==> config.mk <==
export PLATFORM = sky130hd
export DESIGN_NAME = conv_encoder
export DESIGN_NICKNAME = d
export VERILOG_FILES = /design/src/rtl/viterbi_pkg.sv /design/src/rtl/conv_enc_branch.sv /design/src/rtl/conv_encoder.sv
export SDC_FILE = /design/constraint.sdc
export NUM_CORES = 1
export LEC_CHECK = 0
export CAP_MARGIN = 5
export CORE_MARGIN = 8
export CORE_UTILIZATION = 49
export CTS_CLUSTER_SIZE = 14
export DETAILED_ROUTE_END_ITERATION = 7
export PLACE_DENSITY_LB_ADDON = 0.25
export RECOVER_POWER = 25
export SLEW_MARGIN = 40
export SYNTH_ARGS = -nofsm -noshare
export SYNTH_HDL_FRONTEND = slang
export SYNTH_SLANG_ARGS = --single-unit
==> constraint.sdc <==
create_clock -name clk -period 1.8 [get_ports clk]
set_input_delay 0.36 -clock clk [delete_from_list [all_inputs] [get_ports clk]]
set_output_delay 0.36 -clock clk [all_outputs]
set_load 0.02 [all_outputs]
==> src/rtl/viterbi_pkg.sv <==
// ============================================================================
//  Module      : viterbi_pkg
//  Description : Shared code constants, encoder state encoding and symbol type
//                used by the convolutional encoder and the Viterbi decoder.
//  Revision    : 1.0 - initial release
// ============================================================================
`default_nettype none

package viterbi_pkg;

    localparam int          K  = 3;
    // Tap order is {b, s0, s1}; the same labels drive the decoder's branch metrics.
    localparam logic [K-1:0] G0 = 3'b111;
    localparam logic [K-1:0] G1 = 3'b101;

    typedef enum logic [1:0] {
        IDLE  = 2'd0,
        DATA  = 2'd1,
        TAIL0 = 2'd2,
        TAIL1 = 2'd3
    } enc_state_t;

    typedef logic [1:0] sym_t;

endpackage

`default_nettype wire

==> src/rtl/conv_enc_branch.sv <==
// ============================================================================
//  Module      : conv_enc_branch
//  Description : Combinational K=3 branch output: (b, s1, s0) -> {c0, c1}.
//  Revision    : 1.0 - initial release
// ============================================================================
`default_nettype none

module conv_enc_branch
    import viterbi_pkg::*;
(
    input  logic b,
    input  logic s1,
    input  logic s0,
    output sym_t sym
);

    logic [K-1:0] w_taps;

    assign w_taps = {b, s0, s1};
    assign sym    = {^(G0 & w_taps), ^(G1 & w_taps)};

endmodule

`default_nettype wire

==> src/rtl/conv_encoder.sv <==
// ============================================================================
//  Module      : conv_encoder
//  Description : Rate-1/2 K=3 convolutional encoder with two zero tail bits
//                per frame; optional [11;10] puncturing via CONV_ENC_PUNCT_EN.
//  Revision    : 1.0 - initial release
// ============================================================================
`default_nettype none

module conv_encoder
    import viterbi_pkg::*;
#(
    parameter int FRAME_MAX = 32,
    parameter int CNT_W     = 6
) (
    input  logic       clk,
    input  logic       rst,
    input  logic       in_valid_i,
    output logic       in_ready_o,
    input  logic       in_bit_i,
    input  logic       in_last_i,
    output logic       out_valid_o,
    input  logic       out_ready_i,
    output sym_t       out_sym_o,
    output logic [1:0] out_mask_o,
    output logic       out_tail_o,
    output logic       out_last_o,
    output logic       trunc_o
);

    localparam logic [CNT_W-1:0] c_last_idx = CNT_W'(FRAME_MAX - 1);

    enc_state_t       r_state;
    logic [1:0]       r_sreg;
    logic [CNT_W-1:0] r_cnt;
    logic             r_out_valid;
    sym_t             r_out_sym;
    logic             r_out_tail;
    logic             r_out_last;
    logic             r_trunc;

    logic w_slot_free;
    logic w_in_phase;
    logic w_accept;
    logic w_bit;
    logic w_at_limit;
    sym_t w_sym;

    assign w_slot_free = !r_out_valid || out_ready_i;
    assign w_in_phase  = (r_state == IDLE) || (r_state == DATA);
    assign in_ready_o  = !rst && w_in_phase && w_slot_free;
    assign w_accept    = in_valid_i && in_ready_o;
    assign w_bit       = w_in_phase ? in_bit_i : 1'b0;
    assign w_at_limit  = (r_cnt == c_last_idx);

    conv_enc_branch u_branch (
        .b   (w_bit),
        .s1  (r_sreg[1]),
        .s0  (r_sreg[0]),
        .sym (w_sym)
    );

`ifdef CONV_ENC_PUNCT_EN
    logic [1:0] r_out_mask;

    // Odd data bits drop c1; tails are always sent in full.
    always_ff @(posedge clk or posedge rst) begin
        if (rst) begin
            r_out_mask <= 2'b11;
        end else if (w_slot_free) begin
            if (w_accept && r_cnt[0])
                r_out_mask <= 2'b10;
            else
                r_out_mask <= 2'b11;
        end
    end

    assign out_mask_o = r_out_mask;
`else
    assign out_mask_o = 2'b11;
`endif

    always_ff @(posedge clk or posedge rst) begin
        if (rst) begin
            r_state     <= IDLE;
            r_sreg      <= 2'b00;
            r_cnt       <= '0;
            r_out_valid <= 1'b0;
            r_out_sym   <= 2'b00;
            r_out_tail  <= 1'b0;
            r_out_last  <= 1'b0;
            r_trunc     <= 1'b0;
        end else begin
            r_trunc <= 1'b0;
            if (w_slot_free)
                r_out_valid <= 1'b0;

            case (r_state)
                IDLE, DATA: begin
                    if (w_accept) begin
                        r_out_valid <= 1'b1;
                        r_out_sym   <= w_sym;
                        r_out_tail  <= 1'b0;
                        r_out_last  <= 1'b0;
                        r_sreg      <= {r_sreg[0], w_bit};
                        r_cnt       <= r_cnt + CNT_W'(1);
                        if (in_last_i || w_at_limit) begin
                            r_state <= TAIL0;
                            r_trunc <= w_at_limit && !in_last_i;
                        end else begin
                            r_state <= DATA;
                        end
                    end
                end
                TAIL0: begin
                    if (w_slot_free) begin
                        r_out_valid <= 1'b1;
                        r_out_sym   <= w_sym;
                        r_out_tail  <= 1'b1;
                        r_out_last  <= 1'b0;
                        r_sreg      <= {r_sreg[0], 1'b0};
                        r_state     <= TAIL1;
                    end
                end
                TAIL1: begin
                    // Second zero shifted in: trellis is back in S0.
                    if (w_slot_free) begin
                        r_out_valid <= 1'b1;
                        r_out_sym   <= w_sym;
                        r_out_tail  <= 1'b1;
                        r_out_last  <= 1'b1;
                        r_sreg      <= 2'b00;
                        r_cnt       <= '0;
                        r_state     <= IDLE;
                    end
                end
                default: r_state <= IDLE;
            endcase
        end
    end

    assign out_valid_o = r_out_valid;
    assign out_sym_o   = r_out_sym;
    assign out_tail_o  = r_out_tail;
    assign out_last_o  = r_out_last;
    assign trunc_o     = r_trunc;

endmodule

`default_nettype wire
Word level (Yosys, flattened, before mapping)

Index checks and enable logic that the tools add are counted.

Register bits after elaboration: 16
Input bits: 6
Logic and storage cells: 63

Add/subtract/negate cells: 1
Equality and inequality tests: 8
Multiplexer cells: 27
Reductions and logical operators: 19

Operator list:

| kind                | number |
|---|---|
| $mux 2              | 8 |
| $mux 6              | 2 |
| $pmux 2 s3          | 2 |
| $pmux 6 s2          | 1 |
| $mux 1              | 10 |
| $add 6x1->6 const B | 1 |
| $eq 6x5->1 const B  | 1 |
| $ne 2x2->1 const B  | 3 |
| $reduce_and 3->1    | 2 |
| $reduce_xor 3->1    | 2 |
| $eq 2x2->1 const B  | 2 |
| $logic_and 1x1->1   | 4 |
| $pmux 1 s2          | 2 |
| $pmux 2 s2          | 1 |
| $reduce_or 2->1     | 2 |
| $logic_not 1->1     | 3 |
| $logic_or 1x1->1    | 3 |
| $pmux 1 s3          | 1 |
| $eq 2x1->1 const B  | 1 |
| $logic_not 2->1     | 1 |
| $ne 2x1->1 const B  | 1 |
| $reduce_and 2->1    | 1 |
| $reduce_bool 2->1   | 1 |

Depth between registers and ports, before layout

Gate-level depths: netlist of the first run.

Depth after elaboration: 7
Mapped depth: 4
Gate-level depth less buffers: 4

Cells and area by module

From an unflattened synthesis of the first run, not the netlist that was laid out.

Cell total of the unflattened synthesis: 73
Area, all modules: 828.3 um2

Modules (own cells, without submodules):

| module          | times used | cells an instance | area each (um2) |
|---|---|---|---|
| conv_encoder    | 1          | 71                | 795.8 |
| conv_enc_branch | 1          | 2                 | 32.5 |

Worst setup path before layout of the first run

Ideal clock, no wire load.

Path kind: register -> register
Start: register r_out_valid (netlist: out_valid_o)
End: register r_cnt[3]
Arrival time: 1.386 ns
Data required time: 1.723 ns
Slack: 0.337 ns
Cell stages (with the launch flop): 5
Path buffers: 1
Cell sequence: dfrtp_1 nor2b_1 clkbuf_1 or4_1 a21oi_1

Word-level cells in the longest chain between the ends: 6
Elaborated cells on any way between the ends: 7
Classes of those cells: eq/ne (2); reduce/logical (5)

RTL lines:

| item                           | RTL line            | RTL |
|---|---|---|
| from (decl)                    | conv_encoder.sv:35  | `logic r_out_valid;` |
| from (signal assigned)         | conv_encoder.sv:87  | `r_out_valid <= 1'b0;` |
| from (signal assigned)         | conv_encoder.sv:95  | `r_out_valid <= 1'b0;` |
| from (signal assigned)         | conv_encoder.sv:100 | `r_out_valid <= 1'b1;` |
| $logic_not 1->1 (*)            | conv_encoder.sv:48  | `assign w_slot_free = !r_out_valid \|\| out_ready_i;` |
| $logic_or 1x1->1 (*)           | conv_encoder.sv:48  |  |
| $logic_and 1x1->1              | conv_encoder.sv:50  | `assign in_ready_o = !rst && w_in_phase && w_slot_free;` |
| $logic_and 1x1->1              | conv_encoder.sv:51  | `assign w_accept = in_valid_i && in_ready_o;` |
| $ne 2x2->1 (no line)           | -                   |  |
| $reduce_and 3->1 (no line) (*) | -                   |  |
| to (signal assigned)           | conv_encoder.sv:105 | `r_cnt <= r_cnt + CNT_W'(1);` |
| to (decl)                      | conv_encoder.sv:34  | `logic [CNT_W-1:0] r_cnt;` |

Every way passes the cells marked *; elsewhere a longest branch is shown, timed or not.
A chain may end at the register's enable or synchronous reset.

Worst setup path after layout of the first run

Start: input rst
End: output in_ready_o

Word-level cells in the longest chain between the ends: 3

RTL lines:

| item                            | RTL line           | RTL |
|---|---|---|
| from (decl)                     | conv_encoder.sv:16 | `input logic rst,` |
| $logic_not 1->1 (no line)       | -                  |  |
| $logic_and 1x1->1 (2 in series) | conv_encoder.sv:50 |  |
| to (decl)                       | conv_encoder.sv:18 | `output logic in_ready_o,` |

Every way passes these cells.

==> impl_metrics.py, run 1 <==
metrics = {
    "timing": {
        "hold_viol": 0,
        "setup_viol": 0,
        "tightestPinTransition_ns": 0.5623,
        "fin_tns_setup_ns": 0,
        "rsz0062_at_grt": "false",
        "layout_min_cycle_time_ns": 1.631,
        "worst_clock_skew_ns": 0.002883,
        "finalCritPeriodShare": 0.9061,
        "slew_violations": 0,
        "relSlewSlack": 0.6251,
        "fmax_mhz": 613.1,
    },
    "synthesis": {
        "syn-cell-area_um2": 797.0,
        "ys_warn_count": 0,
        "yosysTopAreaCell": "dfrtp_1",
        "ys_types": 32,
        "yosysSeqAreaShare": 0.5024,
        "synth-main-ff-cell": "dfrtp_1",
        "ys_seq_elements": 16,
        "avgSynthCellArea_um2": 10.77,
        "yosys-top-cells-count": "dfrtp_1 (16), o21ai_0 (6), mux2i_1 (5), nand2_1 (5)",
        "synth_simple_gate_area_frac": 0.1664,
        "synth_compound_area_frac": 0.1319,
        "netlist.area_leader.share": 0.5024,
        "synth_xor_xnor_area_share": 0.03925,
        "synth-edff-count": 0,
        "synthArstFlopShare": 1.000,
        "synthTopCellsByArea": "dfrtp_1 (50%), mux2i_1 (6.3%), o21ai_0 (3.8%)",
        "synth.most_common_cell": "dfrtp_1",
        "muxShareOfSynthArea": 0.09105,
        "synth_adder_area_share": 0.01570,
        "synth_cells": 74,
        "synth_top_family_by_area": "simple AND/OR/NAND/NOR gates",
    },
    "cells_and_area": {
        "instances_no_fill": 114,
        "syn_to_final_growth_pct": 28.41,
        "multi_input_area_um2": 361.6,
        "drive_gt1_frac": 0.2245,
        "fillers": 132,
        "register_area_um2": 400.4,
        "antenna_cells": 0,
        "finalNetCount": 106,
    },
    "clock_tree": {
        "cts-buffers-inserted": 3,
        "clockBufferDepth": 2,
        "cts_tree": "done",
        "cts_setup_buffers": 0,
        "post_cts_resized": 2,
        "ctsHoldBuffers": 0,
        "cts_htree_levels": 1,
        "clock_sinks": 16,
        "clockRootBuffer": "clkbuf_4",
        "insertion_delay_ns": 0.29,
        "path_clk_slew_ns": 0.09,
    },
    "grt": {
        "grt_pass1_vias": 625,
        "grt_overflow": 0,
        "grt_pass1_wl_um": 2815,
        "grt.total_usage": 0.1091,
        "antenna_found_initial": 0,
        "grt_max_degree": 11,
    },
    "route": {
        "detail-route-antenna-nets": 0,
        "finalWirelength_um": 1631,
        "drc": 0,
        "vias": 621,
        "first_pass_iters": 4,
        "drt_iter0_drc": 15,
        "wire_per_inst_um": 14.31,
        "via_per_inst": 5.447,
    },
    "power": {
        "ir_drop_v": 0.0008396,
        "p_per_area_nw_per_um2": 1351,
        "leakage_nw": 0.4975,
    },
    "outcome": {
        "outcome": "finished clean",
    },
    "worst_setup_path": {
        "critPathLaunchType": "input pin",
        "crit_buf_inv": 2,
        "worstPathCellList": "clkdlybuf4s50_1, or2_4, nor2_1, clkbuf_2",
        "cp-end-kind": "output pin",
        "required_ns": 1.44,
        "setup.worst_path.class": "input pin to output pin",
        "cpPeakStageDelay_ns": 0.42,
        "arrival_ns": 1.27,
        "cp_max_fo": 2,
        "critical-path-top-delay-family": "buffers and inverters",
        "crit_slowest_cell": "clkdlybuf4s50_1",
        "regToRegSetupSlack_ns": 0.30,
    },
    "die": {
        "dieArea_um2": 3173,
        "ios": 15,
        "rows": 14,
        "die_h_um": 56.33,
        "coreArea_um2": 1524,
        "initial_utilization": 0.5230,
        "die_w_um": 56.33,
    },
    "placed_design": {
        "hpwl_um": 1295,
        "io_buffer_count": 12,
        "place.gp.congestion": 0.8778,
        "dp.cells": 110,
    },
    "worst_hold_path": {
        "hp-class": "input pin to async pin",
    },
    "flow_run": {
        "maxCapViolCount": 0,
    },
}
-- worst paths after layout --
kind	startpoint	end	cells after the start
max reg2reg	r_cnt[0]	r_state[0]	4
min reg2reg	r_cnt[5]	r_cnt[5]	1
min in group clk	r_cnt[5]	r_cnt[5]	1
max in group asynchronous	rst	r_state[0]	4
min	rst	r_state[1]	3
max	rst	in_ready_o	4
-- cells in the final DEF (no fill, tap or decap), types with 2 or more instances in the layout --
master / instances
clkdlybuf4s50_1: 11
clkbuf_1: 2
nor2b_1: 2
dfrtp_1: 16
a22o_2: 2
nor2_1: 3
nand4_1: 4
buf_4: 9
inv_1: 4
conb_1: 2
nand2_1: 5
and3_1: 2
nand3_1: 2
o21ai_0: 6
mux2_2: 2
mux2i_1: 5
clkbuf_4: 3
-- where the power goes --
| part | switching [mW] | internal [mW] | total [mW] |
|---|---|---|---|
| clock | 0.116 | 0.123 | 0.240 |
| sequential | 0.0784 | 0.477 | 0.555 |
| combinational | 0.271 | 0.317 | 0.587 |
| total | 0.466 | 0.917 | 1.38 |
-- routing by layer --
metal	vias to the layer above	part of all wire	track usage
li1	312	-	-
met2	13	0.44	0.1601
met3	4	0.039	0.03596
met5	-	0	0
met4	0	0.013	0.05155
met1	292	0.50	0.1402
-- cells by family (layout without fill, tap and decap cells) --
logic type | Yosys count | count (layout)
muxes | 7 | 7
buffers and inverters | 8 | 31
and+or+nand+nor | 24 | 24
DFF | 16 | 16
adders and majority gates | 1 | 1
other | 1 | 2
xor gates and xnor gates | 2 | 2
AOI/OAI and AO/OA | 15 | 15
-- sequential cells by signal, indices dropped and copies added, names as in the netlist --
signal       flops
out_last_o       1
out_valid_o      1
trunc_o          1
r_sreg           2
r_state          2
out_tail_o       1
out_sym_o        2
r_cnt            6
-- area by class of cell --
type	instances	area share
multi-input combinational	51	0.3533
timing repair buffer	23	0.1858
inverter	4	0.01467
clock buffer	4	0.03545
sequential	16	0.3912
tap	16	0.01956
-- stage by stage --
step	hold WS [ns]	util	setup WS, ns	instance area [um^2]	power (mW)
floorplan	0.2737	-	0.3367	800.8	0.9139
global placement	0.4636	0.6560	-0.2588	999.7	1.141
detailed placement	0.4685	0.6560	-0.2691	999.7	1.162
CTS	0.4485	0.6798	0.01863	1036	1.400
global route	0.5155	0.6716	0.09279	1023	1.469
finish	0.4529	0.6716	0.1690	1023	1.383
-- worst register-to-register path, cell delays in order (launching register included) --
cell and delay, ns:
dfrtp_1 0.42, ha_1 0.24, and3_1 0.21, a31o_2 0.26
a221oi_1 0.27
(Power assumes the default switching activity.)
==> run 2: changes to the inputs <==
--- a/config.mk
+++ b/config.mk
@@ -6,8 +6,10 @@
 export NUM_CORES = 1
 export LEC_CHECK = 0
 export CAP_MARGIN = 5
+export CELL_PAD_IN_SITES_DETAIL_PLACEMENT = 2
+export CELL_PAD_IN_SITES_GLOBAL_PLACEMENT = 2
 export CORE_MARGIN = 8
-export CORE_UTILIZATION = 49
+export CORE_UTILIZATION = 31
 export CTS_CLUSTER_SIZE = 14
 export DETAILED_ROUTE_END_ITERATION = 7
 export PLACE_DENSITY_LB_ADDON = 0.25
==> constraint.sdc (replaced) <==
create_clock -name clk -period 1.7 [get_ports clk]
set_input_delay 0.34 -clock clk [delete_from_list [all_inputs] [get_ports clk]]
set_output_delay 0.34 -clock clk [all_outputs]
set_load 0.02 [all_outputs]
==> run 2 against run 1 <==
  * Sequential power increased by 6.8%
  * Power grew 4.8%
  * Largest power group unchanged
  * Cell count up 13%
  * Sequential share of layout area decreased by 0.70 points
  * Critical path depth shrank 3
  * Register-to-register slack got worse by 0.11 ns
  * Utilization fell by 25 points
  * Global-route usage down 0.11 points
==> impl_metrics.py, run 2 (same netlist as run 1, synthesis figures left out) <==
metrics = {
    "route": {
        "via_per_inst": 5.155,
        "drt_iter0_drc": 12,
        "first_pass_iters": 4,
        "drc": 0,
        "wire_per_inst_um": 16.68,
        "vias": 665,
        "detail-route-antenna-nets": 0,
        "finalWirelength_um": 2152,
    },
    "timing": {
        "layout_min_cycle_time_ns": 1.598,
        "relSlewSlack": 0.5668,
        "fmax_mhz": 625.7,
        "fin_hold_ws_ns": 0.4322,
        "finalCritPeriodShare": 0.9402,
        "tightestPinTransition_ns": 0.6498,
        "slew_violations": 0,
        "rsz0062_at_grt": "false",
        "hold_viol": 0,
        "worst_slack_ns": 0.1017,
        "fin_tns_setup_ns": 0,
        "worst_clock_skew_ns": 0.005449,
        "setup_viol": 0,
    },
    "grt": {
        "grt_max_degree": 12,
        "grt_util_met2": 0.1708,
        "use_met1": 0.1287,
        "grt_pass1_wl_um": 3657,
        "met3_usage": 0.03020,
        "antenna_found_initial": 0,
        "grt_overflow": 0,
        "top_usage_layer": "met2",
        "grt_pass1_vias": 749,
        "grt.total_usage": 0.1081,
    },
    "worst_setup_path": {
        "crit_buf_inv": 1,
        "crit_slowest_cell": "clkdlybuf4s50_1",
        "worstPathCellList": "clkdlybuf4s50_1",
        "cpPeakStageDelay_ns": 0.61,
        "r2r_cells": 4,
        "setup.worst_path.class": "register to output pin",
        "r2r_end": "r_state[0]",
        "required_ns": 1.36,
        "cp_max_fo": 3,
        "critPathLaunchType": "register",
        "cp-end-kind": "output pin",
        "critical-path-top-delay-family": "buffers and inverters",
        "r2r_start": "r_cnt[0]",
        "regToRegSetupSlack_ns": 0.19,
        "arrival_ns": 1.26,
    },
    "cells_and_area": {
        "regMostFlops": "r_cnt",
        "finalNetCount": 108,
        "layout_commonest_cell": "dfrtp_1",
        "drive_gt1_frac": 0.2323,
        "syn_to_final_growth_pct": 30.77,
        "final_cell_mix": "dfrtp_1 (16), clkdlybuf4s50_1 (11), buf_4 (11)",
        "antenna_cells": 0,
        "largest_reg_flops": 6,
        "fillers": 277,
        "fin_area_um2": 1042,
    },
    "clock_tree": {
        "clock_sinks": 16,
        "cts_tree": "done",
        "path_clk_slew_ns": 0.09,
        "cts_htree_levels": 1,
        "cts_setup_buffers": 0,
        "ctsHoldBuffers": 0,
        "clockRootBuffer": "clkbuf_4",
        "cts-buffers-inserted": 3,
        "insertion_delay_ns": 0.29,
        "clockBufferDepth": 2,
    },
    "die": {
        "initial_utilization": 0.3247,
        "die_h_um": 66.71,
        "rows": 18,
        "dieArea_um2": 4450,
        "die_w_um": 66.71,
        "ios": 15,
        "coreArea_um2": 2455,
    },
    "placed_design": {
        "dpl-instance-area_um2": 1045,
        "io_buffer_count": 12,
        "post-place-ws_ns": -0.3429,
        "place.gp.congestion": 0.7652,
        "hpwl_um": 1719,
    },
    "power": {
        "ir_drop_v": 0.0008327,
        "power.total_mw": 1.448,
        "p_per_area_nw_per_um2": 1390,
        "leakage_nw": 0.4998,
    },
    "outcome": {
        "outcome": "finished clean",
    },
    "flow_run": {
        "maxCapViolCount": 0,
    },
    "worst_hold_path": {
        "hp-class": "input pin to async pin",
    },
}
==> run 2: repair_timing <==
action,in CTS,in global routing
gates cloned,0,0
setup endpoints to repair,1,1
resized for setup,3,1
==> run 2: worst max path at each step <==
stage	from	endpoint	slack, ns	depth (start not counted)
floorplan	out_valid_o	r_cnt[3]	0.24	4
global placement	rst	in_ready_o	-0.32	4
detailed placement	rst	in_ready_o	-0.34	4
CTS	rst	in_ready_o	0.0003	4
global route	out_tail_o	out_tail_o	0.04	1
finish	out_valid_o	out_valid_o	0.10	1
==> run 2: cell type report <==
class | instances | area [um^2] | area share
clock buffers | 3 | 22.52 | 0.02161
repair buffers | 25 | 205.2 | 0.1969
multi-input cells | 51 | 361.6 | 0.3469
flip-flops and latches | 16 | 400.4 | 0.3842
inverters | 4 | 15.01 | 0.01441
well taps | 30 | 37.54 | 0.03601
==> run 2: through the flow <==
step             util  instances
2_1_floorplan       -         75
3_3_place_gp   0.4256        126
3_5_place_dp   0.4256        126
4_1_cts        0.4353        129
5_1_grt        0.4246        129
6_report       0.4246        129
==> run 2: where the power goes <==
part / leakage [nW] / total [mW] / internal (mW) / switching, mW
clock: 0.0138 / 0.202 / 0.0823 / 0.120
sequential: 0.205 / 0.593 / 0.505 / 0.0880
combinational: 0.281 / 0.653 / 0.343 / 0.310
total: 0.500 / 1.45 / 0.930 / 0.518
==> run 2: per-layer routing <==
layer | up-vias | part of all wire
li1 | 314 | -
met1 | 335 | 0.46
met2 | 12 | 0.48
met3 | 4 | 0.048
met4 | 0 | 0.011
met5 | - | 0
==> run 3: changes to the inputs <==
--- a/config.mk
+++ b/config.mk
@@ -5,9 +5,9 @@
 export SDC_FILE = /design/constraint.sdc
 export NUM_CORES = 1
 export LEC_CHECK = 0
-export CAP_MARGIN = 5
 export CELL_PAD_IN_SITES_DETAIL_PLACEMENT = 2
 export CELL_PAD_IN_SITES_GLOBAL_PLACEMENT = 2
+export CORE_ASPECT_RATIO = 1.5
 export CORE_MARGIN = 8
 export CORE_UTILIZATION = 31
 export CTS_CLUSTER_SIZE = 14
==> run 3 against run 2 <==
  * Setup slack worse by 0.0065 ns
  * Routed wire length grew 6.5%
  * Worst hold slack better by 0.058 ns
  * Sequential power about the same
  * Flip-flop and latch count is the same
  * Critical path type is now input pin to output pin
  * Highest routed layer unchanged
==> impl_metrics.py, run 3 (same netlist as run 1, synthesis figures left out) <==
metrics = {
    "outcome": {
        "outcome": "finished clean",
    },
    "grt": {
        "grt_pass1_wl_um": 3988,
        "grt_pass1_vias": 814,
        "grt_max_degree": 11,
        "antenna_found_initial": 0,
        "grt_overflow": 0,
        "grt.total_usage": 0.1137,
    },
    "worst_setup_path": {
        "crit_slowest_cell": "clkdlybuf4s50_1",
        "cpPeakStageDelay_ns": 0.43,
        "crit_buf_inv": 2,
        "setup.worst_path.class": "input pin to output pin",
        "required_ns": 1.36,
        "critPathLaunchType": "input pin",
        "worstPathCellList": "clkdlybuf4s50_1, or2_4, nor2_1, buf_2",
        "critical-path-top-delay-family": "buffers and inverters",
        "cp_max_fo": 2,
        "cp-end-kind": "output pin",
        "arrival_ns": 1.26,
    },
    "die": {
        "coreArea_um2": 2450,
        "ios": 15,
        "initial_utilization": 0.3253,
        "rows": 22,
        "die_h_um": 78.10,
        "dieArea_um2": 4483,
        "die_w_um": 57.40,
    },
    "power": {
        "leakage_nw": 0.5087,
        "ir_drop_v": 0.0006239,
        "p_per_area_nw_per_um2": 1433,
    },
    "placed_design": {
        "place.gp.congestion": 0.7384,
        "io_buffer_count": 12,
        "dp.cells": 121,
        "hpwl_um": 1788,
    },
    "clock_tree": {
        "clockBufferDepth": 2,
        "insertion_delay_ns": 0.29,
        "clock_sinks": 16,
        "cts_htree_levels": 1,
        "ctsHoldBuffers": 0,
        "cts-buffers-inserted": 3,
        "clockRootBuffer": "clkbuf_4",
        "cts_setup_buffers": 0,
        "post_cts_resized": 4,
        "cts_tree": "done",
        "path_clk_slew_ns": 0.10,
    },
    "route": {
        "vias": 667,
        "drc": 0,
        "drt_iter0_drc": 8,
        "detail-route-antenna-nets": 0,
        "wire_per_inst_um": 18.33,
        "via_per_inst": 5.336,
        "finalWirelength_um": 2291,
        "first_pass_iters": 2,
    },
    "timing": {
        "fin_hold_ws_ns": 0.4902,
        "worst_clock_skew_ns": 0.006481,
        "fmax_mhz": 623.1,
        "slew_violations": 0,
        "relSlewSlack": 0.5669,
        "rsz0062_at_grt": "false",
        "layout_min_cycle_time_ns": 1.605,
        "tightestPinTransition_ns": 0.6497,
        "hold_viol": 0,
        "finalCritPeriodShare": 0.9440,
        "setup_viol": 0,
    },
    "cells_and_area": {
        "final_cell_mix": "dfrtp_1 (16), clkdlybuf4s50_1 (11), buf_4 (11)",
        "syn_to_final_growth_pct": 32.03,
        "drive_gt1_frac": 0.2376,
        "antenna_cells": 0,
        "finalNetCount": 109,
        "regMostFlops": "r_cnt",
        "layout_commonest_cell": "dfrtp_1",
        "instances_no_fill": 125,
        "register_area_um2": 400.4,
        "multi_input_area_um2": 361.6,
        "fillers": 274,
        "largest_reg_flops": 6,
    },
    "flow_run": {
        "maxCapViolCount": 0,
    },
    "worst_hold_path": {
        "hp-class": "register to register",
    },
}
-- run 3: changes by cell type in the layout (fill, tap and decap cells not counted) --
cell,previous run,this run
clkbuf_8,0,1
clkbuf_1,2,3
-- run 3: worst paths after layout --
check                                start            to  slack (ns)  cells past startpoint
worst max-delay path                   rst    in_ready_o         0.1                      4
worst min-delay path            out_last_o    out_last_o        0.49                      1
worst max register to register    r_cnt[0]    r_state[0]        0.20                      4
worst min register to register  out_last_o    out_last_o        0.49                      1
max in group asynchronous              rst  out_sym_o[1]        0.54                      4
min in group asynchronous              rst      r_cnt[5]        0.62                      4
-- run 3: metrics by stage --
stage	setup TNS (ns)	worst slack, ns	power [mW]	utilization	instance area [um^2]
5_1_grt	0	0.02642	1.614	0.4295	1052
3_3_place_gp	-0.5681	-0.3162	1.244	0.4213	1032
4_1_cts	0	0.06798	1.536	0.4341	1064
2_1_floorplan	0	0.2367	0.9676	-	800.8
3_5_place_dp	-1.042	-0.3746	1.272	0.4213	1032
6_report	0	0.09523	1.508	0.4295	1052
-- run 3: layout make-up --
class                           instances  share of cell area
Timing Repair Buffer                   26              0.1986
Clock buffer                            4             0.03448
Inverter                                4             0.01427
Multi-Input combinational cell         51              0.3436
Tap cell                               24             0.02854
Sequential cell                        16              0.3805
-- run 3: metal layers --
layer | global-route usage | share of wire
met1 | 0.1154 | 0.38
met3 | 0.02121 | 0.032
met4 | 0.05290 | 0.019
met5 | 0 | 0
met2 | 0.2140 | 0.56
-- run 3: power breakdown --
part | internal, mW | switching (mW)
sequential | 0.505 | 0.0883
clock | 0.130 | 0.128
combinational | 0.344 | 0.312
total | 0.980 | 0.528
